$ cat config.mk
export PLATFORM = sky130hd
export DESIGN_NAME = bus_xfer_ctrl_flat
export DESIGN_NICKNAME = d
export VERILOG_FILES = /design/src/rtl/bus_xfer_ctrl_if.sv /design/src/rtl/bus_xfer_ctrl.sv /design/src/flat_wrapper.sv
export SDC_FILE = /design/constraint.sdc
export NUM_CORES = 1
export LEC_CHECK = 0
export ABC_CLOCK_PERIOD_IN_PS = 2550
export BUFFER_PORTS_ARGS = -buffer_cell sky130_fd_sc_hd__buf_2
export CAP_MARGIN = 25
export CORE_ASPECT_RATIO = 1.1
export CORE_UTILIZATION = 49
export DETAILED_ROUTE_END_ITERATION = 6
export HOLD_SLACK_MARGIN = 0.08
export PLACE_DENSITY = 0.75
export RECOVER_POWER = 25
export SYNTH_ARGS = -nofsm -noshare
export SYNTH_HDL_FRONTEND = slang
export SYNTH_SLANG_ARGS = --single-unit
$ cat constraint.sdc
create_clock -name clk -period 2.55 [get_ports clk]
set_input_delay 0.1275 -clock clk [delete_from_list [all_inputs] [get_ports clk]]
set_output_delay 0.1275 -clock clk [all_outputs]
set_load 0.005 [all_outputs]
$ cat src/rtl/bus_xfer_ctrl_if.sv
// rtl/bus_xfer_ctrl_if.sv - command handshake and bus-control signal bundle for bus_xfer_ctrl
interface bus_xfer_ctrl_if;
    logic        cmd_valid;
    logic        cmd_ready;
    logic [4:0]  cmd_src;
    logic [4:0]  cmd_dst;
    logic [4:0]  bus_sel;
    logic [24:0] dst_load;
    logic        xfer_done;
    logic        err_src;
    logic        err_dst;
    logic        busy;

    modport master (
        output cmd_valid, cmd_src, cmd_dst,
        input  cmd_ready, bus_sel, dst_load, xfer_done, err_src, err_dst, busy
    );

    modport slave (
        input  cmd_valid, cmd_src, cmd_dst,
        output cmd_ready, bus_sel, dst_load, xfer_done, err_src, err_dst, busy
    );
endinterface

$ cat src/rtl/bus_xfer_ctrl.sv
// rtl/bus_xfer_ctrl.sv - queued register-transfer controller driving bus source select and destination loads
module bus_xfer_ctrl #(
    parameter int DEPTH  = 4,
    parameter int SETTLE = 1
) (
    input  logic           clk,
    input  logic           reset,
    bus_xfer_ctrl_if.slave bus
);
    localparam int AW = $clog2(DEPTH);
    localparam int CW = (SETTLE > 1) ? $clog2(SETTLE) : 1;
    localparam logic [CW-1:0] SETTLE_LAST = CW'((SETTLE > 0) ? SETTLE - 1 : 0);
    localparam logic [AW:0]   FULL_COUNT  = (AW + 1)'(DEPTH);
    localparam logic [AW-1:0] PTR_ONE     = AW'(1);
    localparam logic [AW:0]   CNT_ONE     = (AW + 1)'(1);

    typedef enum logic [1:0] {S_IDLE, S_DRIVE, S_SETTLE, S_LOAD} state_t;

    state_t        state_q, state_d;
    logic [9:0]    mem_q [DEPTH];
    logic [9:0]    mem_d [DEPTH];
    logic [AW-1:0] wr_ptr_q, wr_ptr_d;
    logic [AW-1:0] rd_ptr_q, rd_ptr_d;
    logic [AW:0]   count_q, count_d;
    logic [4:0]    src_q, src_d;
    logic [4:0]    dst_q, dst_d;
    logic [4:0]    bus_sel_q, bus_sel_d;
    logic [CW-1:0] cnt_q, cnt_d;

    logic          full, empty, push, pop;
    logic          src_ok, dst_ok;
    logic [24:0]   dst_load;
    logic          xfer_done, err_src, err_dst;

    assign full   = (count_q == FULL_COUNT);
    assign empty  = (count_q == '0);
    assign push   = bus.cmd_valid && !full;
    assign pop    = (state_q == S_IDLE) && !empty;

    // Holes in the source map (22, 23, 25-30) have no driver on the bus mux.
    assign src_ok = (src_q <= 5'd21) || (src_q == 5'd24) || (src_q == 5'd31);
    assign dst_ok = (dst_q <= 5'd24);

    always_comb begin : fifo_next
        mem_d    = mem_q;
        wr_ptr_d = wr_ptr_q;
        rd_ptr_d = rd_ptr_q;
        count_d  = count_q;
        if (push) begin
            mem_d[wr_ptr_q] = {bus.cmd_src, bus.cmd_dst};
            wr_ptr_d        = wr_ptr_q + PTR_ONE;
        end
        if (pop) begin
            rd_ptr_d = rd_ptr_q + PTR_ONE;
        end
        case ({push, pop})
            2'b10:   count_d = count_q + CNT_ONE;
            2'b01:   count_d = count_q - CNT_ONE;
            default: count_d = count_q;
        endcase
    end

    always_comb begin : fsm_next
        state_d   = state_q;
        src_d     = src_q;
        dst_d     = dst_q;
        bus_sel_d = bus_sel_q;
        cnt_d     = cnt_q;
        dst_load  = '0;
        xfer_done = 1'b0;
        err_src   = 1'b0;
        err_dst   = 1'b0;
        case (state_q)
            S_IDLE: begin
                if (pop) begin
                    {src_d, dst_d} = mem_q[rd_ptr_q];
                    state_d        = S_DRIVE;
                end
            end
            S_DRIVE: begin
                if (!src_ok || !dst_ok) begin
                    err_src = !src_ok;
                    err_dst = !dst_ok;
                    state_d = S_IDLE;
                end else begin
                    bus_sel_d = src_q;
                    cnt_d     = '0;
                    state_d   = (SETTLE == 0) ? S_LOAD : S_SETTLE;
                end
            end
            S_SETTLE: begin
                if (cnt_q == SETTLE_LAST) begin
                    state_d = S_LOAD;
                end else begin
                    cnt_d = cnt_q + CW'(1);
                end
            end
            S_LOAD: begin
                dst_load  = 25'(1) << dst_q;
                xfer_done = 1'b1;
                state_d   = S_IDLE;
            end
            default: state_d = S_IDLE;
        endcase
    end

    always_ff @(posedge clk) begin
        if (reset) begin
            state_q   <= S_IDLE;
            wr_ptr_q  <= '0;
            rd_ptr_q  <= '0;
            count_q   <= '0;
            src_q     <= '0;
            dst_q     <= '0;
            bus_sel_q <= '0;
            cnt_q     <= '0;
        end else begin
            state_q   <= state_d;
            wr_ptr_q  <= wr_ptr_d;
            rd_ptr_q  <= rd_ptr_d;
            count_q   <= count_d;
            src_q     <= src_d;
            dst_q     <= dst_d;
            bus_sel_q <= bus_sel_d;
            cnt_q     <= cnt_d;
        end
    end

    // Entry storage needs no reset; the pointers and count define what is valid.
    always_ff @(posedge clk) begin
        mem_q <= mem_d;
    end

    // bus_sel_d equals bus_sel_q except in DRIVE, so the mux sees the source in DRIVE itself.
    assign bus.cmd_ready = !full;
    assign bus.bus_sel   = bus_sel_d;
    assign bus.dst_load  = dst_load;
    assign bus.xfer_done = xfer_done;
    assign bus.err_src   = err_src;
    assign bus.err_dst   = err_dst;
    assign bus.busy      = (state_q != S_IDLE) || !empty;
endmodule

$ cat src/flat_wrapper.sv
// flat-port wrapper written by rule: the top's interface ports become plain ports
module bus_xfer_ctrl_flat 
#(
    parameter int DEPTH  = 4,
    parameter int SETTLE = 1
)
  (clk, reset, bus_cmd_valid, bus_cmd_src, bus_cmd_dst, bus_cmd_ready, bus_bus_sel, bus_dst_load, bus_xfer_done, bus_err_src, bus_err_dst, bus_busy);
  bus_xfer_ctrl_if bus_i ();
  input  logic clk;
  input  logic reset;
  input wire logic [$bits(bus_i.cmd_valid)-1:0] bus_cmd_valid;
  input wire logic [$bits(bus_i.cmd_src)-1:0] bus_cmd_src;
  input wire logic [$bits(bus_i.cmd_dst)-1:0] bus_cmd_dst;
  output wire logic [$bits(bus_i.cmd_ready)-1:0] bus_cmd_ready;
  output wire logic [$bits(bus_i.bus_sel)-1:0] bus_bus_sel;
  output wire logic [$bits(bus_i.dst_load)-1:0] bus_dst_load;
  output wire logic [$bits(bus_i.xfer_done)-1:0] bus_xfer_done;
  output wire logic [$bits(bus_i.err_src)-1:0] bus_err_src;
  output wire logic [$bits(bus_i.err_dst)-1:0] bus_err_dst;
  output wire logic [$bits(bus_i.busy)-1:0] bus_busy;
  assign bus_i.cmd_valid = bus_cmd_valid;
  assign bus_i.cmd_src = bus_cmd_src;
  assign bus_i.cmd_dst = bus_cmd_dst;
  assign bus_cmd_ready = bus_i.cmd_ready;
  assign bus_bus_sel = bus_i.bus_sel;
  assign bus_dst_load = bus_i.dst_load;
  assign bus_xfer_done = bus_i.xfer_done;
  assign bus_err_src = bus_i.err_src;
  assign bus_err_dst = bus_i.err_dst;
  assign bus_busy = bus_i.busy;
  bus_xfer_ctrl #(.DEPTH(DEPTH), .SETTLE(SETTLE)) u_core (.clk(clk), .reset(reset), .bus(bus_i));
endmodule
* After elaboration in Yosys (flattened, before gate mapping)
Cells that the tools add are included.
Word-level totals: flip-flop bits (word level) 65, bits of input ports 13
Cells by class: bitwise operators 2, shift-type cells 1, reductions and logical operators 19, equal/unequal tests 11, mux-type cells 22, add/subtract/negate cells 5, $lt $le $gt $ge 5
Operators by type and width (count):
- $bwmux W40 | 1
- $mux W10 | 3
- $mux W25 | 1
- $shl A1 B5 Y25 const A | 1
- $bmux W10 S2 | 1
- $demux W10 S2 | 1
- $eq A5 B5 Y1 const B | 2
- $le A5 B5 Y1 const B | 2
- $mux W5 | 2
- $pmux W2 S4 | 1
- $mux W1 | 7
- $eq A2 B2 Y1 const B | 3
- $ge A3 B3 Y1 const B | 2
- $mux W2 | 3
- $not A2 Y3 | 2
- $pmux W3 S2 | 1
- $reduce_and A2 Y1 | 3
- $reduce_bool A2 Y1 | 3
- $add A2 B1 Y2 const B | 2
- $eq A2 B1 Y1 const B | 2
- $logic_not A1 Y1 | 4
- $logic_or A1 B1 Y1 | 4
- $ne A2 B2 Y1 const B | 2
- $add A3 B1 Y3 const B | 1
- 9 further kinds | 11

* Longest topological paths before layout
depth in word-level cells 7, depth in mapped cells 10, gate-level depth less buffers 9

* Worst setup path after synthesis
No wires, ideal clock.
kind register to register, start point register u_core.count_q[0], end point register u_core.count_q[2], period minus slack after synthesis 2.251 ns, required time 2.479 ns, stages on the path, launching flop included 10, slack 0.299 ns, library setup time 0.071 ns, data arrival time 2.181 ns, cells stage by stage dfxtp_1 -> or3b_1 -> and2_1 -> inv_1 -> ha_1 -> inv_1 -> fa_1 -> xor2_1 -> or3_1 -> a21oi_1
Between the ends: word-level cells in the longest chain between the ends 5, elaborated cells between the ends (all ways) 12
RTL lines:
- start, declared | RTL line bus_xfer_ctrl.sv:24 | logic [AW:0] count_q, count_d;
- start signal, assigned | RTL line bus_xfer_ctrl.sv:121 | count_q <= count_d;
- $eq A3 B3 Y1 (*) | RTL line bus_xfer_ctrl.sv:35 | assign full = (count_q == FULL_COUNT);
- $logic_not A1 Y1 (*)
- net bus_cmd_ready | RTL line flat_wrapper.sv:14 | output wire logic [$bits(bus_i.cmd_ready)-1:0] bus_cmd_ready;
- $logic_and A1 B1 Y1 (*) | RTL line bus_xfer_ctrl.sv:37 | assign push = bus.cmd_valid && !full;
- $eq A2 B1 Y1 / $eq A2 B2 Y1 (equally long branches) | RTL line bus_xfer_ctrl.sv:56 | case ({push, pop})
- $pmux W3 S2 / $reduce_bool A2 Y1 (equally long branches)
Mark *: on every way through the listed nets, which the timed path passes. The rest lies on a longest branch. A chain may end at the register's enable or synchronous reset.

* Worst setup path in the final report
start point register u_core.count_q[2], end point register u_core.count_q[2]
Between the ends: word-level cells in the longest chain between the ends 5, elaborated cells between the ends (all ways) 12
RTL lines (RTL line):
- $eq A3 B3 Y1 / $logic_not A3 Y1 (equally long branches) | bus_xfer_ctrl.sv:35, bus_xfer_ctrl.sv:36
- $logic_not A1 Y1 (on tied branches) | bus_xfer_ctrl.sv:37, bus_xfer_ctrl.sv:38
- $logic_and A1 B1 Y1 (on tied branches) | bus_xfer_ctrl.sv:37, bus_xfer_ctrl.sv:38
- $eq A2 B1 Y1 / $eq A2 B2 Y1 (equally long branches) | bus_xfer_ctrl.sv:56
- $pmux W3 S2 / $reduce_bool A2 Y1 (equally long branches)
Parallel ways exist; a longest one is shown, timed or not.

==> results.yml <==
synth:
  synth-main-ff-cell: "edfxtp_1"
  yosys_register_bits: 64
  syn_area_per_cell_sq_um: 12.3
  yosysSeqAreaShare_pct: 59.2
  async_reset_ff_share_pct: 0
  synth_area_sq_mm: 0.00284
  synth_edf_count: 40
  ys_warn_count: 0
  yosysUniqueCellTypes: 34
  syn-num-nets: 249
  synth_cells: 230
global_route:
  grt_usage_pct: 18.0
  antenna_found_initial: 0
  grt_pass1_vias: 1716
  grt_first_pass_wirelength_microns: 7960
  grt_max_degree: 30
  grt.overflow.total: 0
setup_path:
  crit_arrival_ps: 2670
  worstPathRequired_ps: 2810
  crit_type: "reg -> reg"
  worstReg2RegEnd: "u_core.count_q[2]"
  reg2reg_depth: 9
  start_kind: "flop"
  worst_setup_path_end_kind: "flop"
  cp_max_fo: 6
  r2r-start: "u_core.count_q[2]"
  ff2ff_setup_slack_ps: 140
clocking:
  clock_sinks: 64
  clk_pin_slew_ps: 70
  cts_buffers: 9
  max-clock-path-buffers: 2
  post_cts_resized: 0
  cts_tree: "yes"
  insertion_delay_ps: 330
  clock-root-buffer: "clkbuf_8"
  postCtsHoldBufs: 10
  htree_levels: 3
  post_cts_buffers: 0
timing:
  relSlewSlack_pct: 64.8
  finalSetupViolations: 0
  final_max_slew_viol_count: 0
  fmax_mhz: 415
  tightest_slew_ps: 529
  hold_viol_final: 0
  post-route-period-util_pct: 94.4
  min_period_ps: 2410
  setup_tns_ps: 0
  skew_ps: 8.35
  rsz0062_at_grt: "no"
pwr:
  p_leak_uw: 0.00131
  irDropWorstVdd_mv: 0.508
  power_density_mw_per_mm2: 971
min_path:
  hold_path_class: "in -> reg"
  hold-path-cell-count: 2
  hold_end: "u_core.count_q[0]"
  hp-start: "reset"
layout:
  final_cell_mix: "edfxtp_1 (40), buf_2 (38), nand2_1 (30)"
  antenna_cells: 0
  syn2layout_area_growth_pct: 21.2
  layoutNonFillerInstCount: 372
  layout_commonest_cell: "edfxtp_1"
  drive_above_1_share_pct: 24.2
  nets: 311
floorplanning:
  die-area_sq_mm: 0.00610
  fp-row-count: 28
  fp.dieH_microns: 81.8
  dieWidth_microns: 74.6
  core_area_sq_mm: 0.00547
  initial_core_util_pct: 51.9
  pin_count: 48
drt:
  drc: 0
  wl_per_cell_microns: 13.7
  vias: 1878
  drt_first_iter_violations: 89
  ant_nets: 0
  wl_microns: 5080
  drtPass1Iterations: 4
  vias_per_cell: 5.05
run_status:
  status: "complete, no violations"
place:
  place_hpwl_microns: 3400
  portBuffers: 47
  place.gp.congestion: 0.700
  dp.cells: 346
flow_run:
  drv_cap: 0
## cells by family after synthesis
logic type	count (synthesis)	share of synthesized area, %
and+or+nand+nor	98	17.4
DFF	64	59.2
muxes	20	12.3
adders and majority gates	6	2.91
AOI/OAI and AO/OA	19	3.88
xor gates and xnor gates	5	1.54
buffers and inverters	18	2.69
## metal layers
metal	vias to the layer above	global-route usage [%]	part of all wire [%]
met5	-	0	0
met4	0	6.23	0.79
met3	4	5.40	5.4
met2	66	30.5	48
met1	857	21.8	46
li1	951	-	-
## flip-flops by register name, summed over array words and instances, names as in the netlist, named ones only
name / count
u_core.src_q: 5
u_core.mem_q: 40
u_core.bus_sel_q: 5
u_core.count_q: 3
u_core.wr_ptr_q: 2
u_core.state_q: 1
u_core.dst_q: 5
u_core.rd_ptr_q: 2
## where the power goes
| group | total, uW | leakage, uW | internal (uW) | switching (uW) |
|---|---|---|---|---|
| logic | 955 | 0.000645 | 446 | 510 |
| clock network | 908 | 0.000102 | 547 | 361 |
| registers | 1480 | 0.000563 | 1290 | 188 |
## final cells by class
type / count / area [sq um]
clock buffer: 12 / 135
clock inverter: 4 / 68.8
fill: 450 / 2020
inverter: 9 / 33.8
multi-input combinational: 148 / 1080
sequential: 64 / 1680
tap: 75 / 93.8
timing repair buffer: 60 / 347
## metrics by stage
stage / hold WS (ps) / setup WS, ps / total power, uW / utilization, % / cell area (sq um)
finish: 227 / 142 / 3340 / 63.0 / 3440
global route: 249 / 8.15 / 3550 / 63.0 / 3440
CTS: 211 / 138 / 3370 / 63.2 / 3450
detailed placement: 351 / 159 / 2440 / 57.6 / 3150
global placement: 341 / 257 / 2410 / 57.6 / 3150
floorplan: 226 / 299 / 2190 / - / 2840
## critical path: stages (launching register included)
cell,delay [ps]
dfxtp_1,370
or3b_1,450
and2_1,230
inv_1,80
ha_1,180
inv_1,60
fa_1,370
xor2_1,160
or3_1,300
a21oi_1,140
## cell usage after synthesis (4+ instances only)
master / count / area (sq um)
nand3_1: 4 / 20.0
inv_1: 9 / 33.8
edfxtp_1: 40 / 1200
nand2b_1: 14 / 87.6
nand2_1: 30 / 113
nor2_1: 21 / 78.8
a21oi_1: 14 / 70.1
mux4_2: 10 / 225
and3_1: 4 / 25.0
mux2_4: 5 / 75.1
nor3_1: 13 / 65.1
dfxtp_1: 24 / 480
clkbuf_1: 6 / 22.5
mux2i_1: 5 / 50.1
ha_1: 5 / 62.6
## worst max path at each step
stage                      start                end  slack [ps]  cells after the start
4_1_cts        u_core.count_q[0]  u_core.count_q[2]         140                      9
6_report       u_core.count_q[2]  u_core.count_q[2]         140                      9
2_1_floorplan  u_core.count_q[0]  u_core.count_q[2]         300                      9
3_3_place_gp   u_core.count_q[0]  u_core.count_q[2]         260                      9
5_1_grt        u_core.count_q[0]  u_core.count_q[2]           8                      9
3_5_place_dp   u_core.count_q[0]  u_core.count_q[2]         160                      9
No activity file was read; power rests on OpenSTA's default activity.
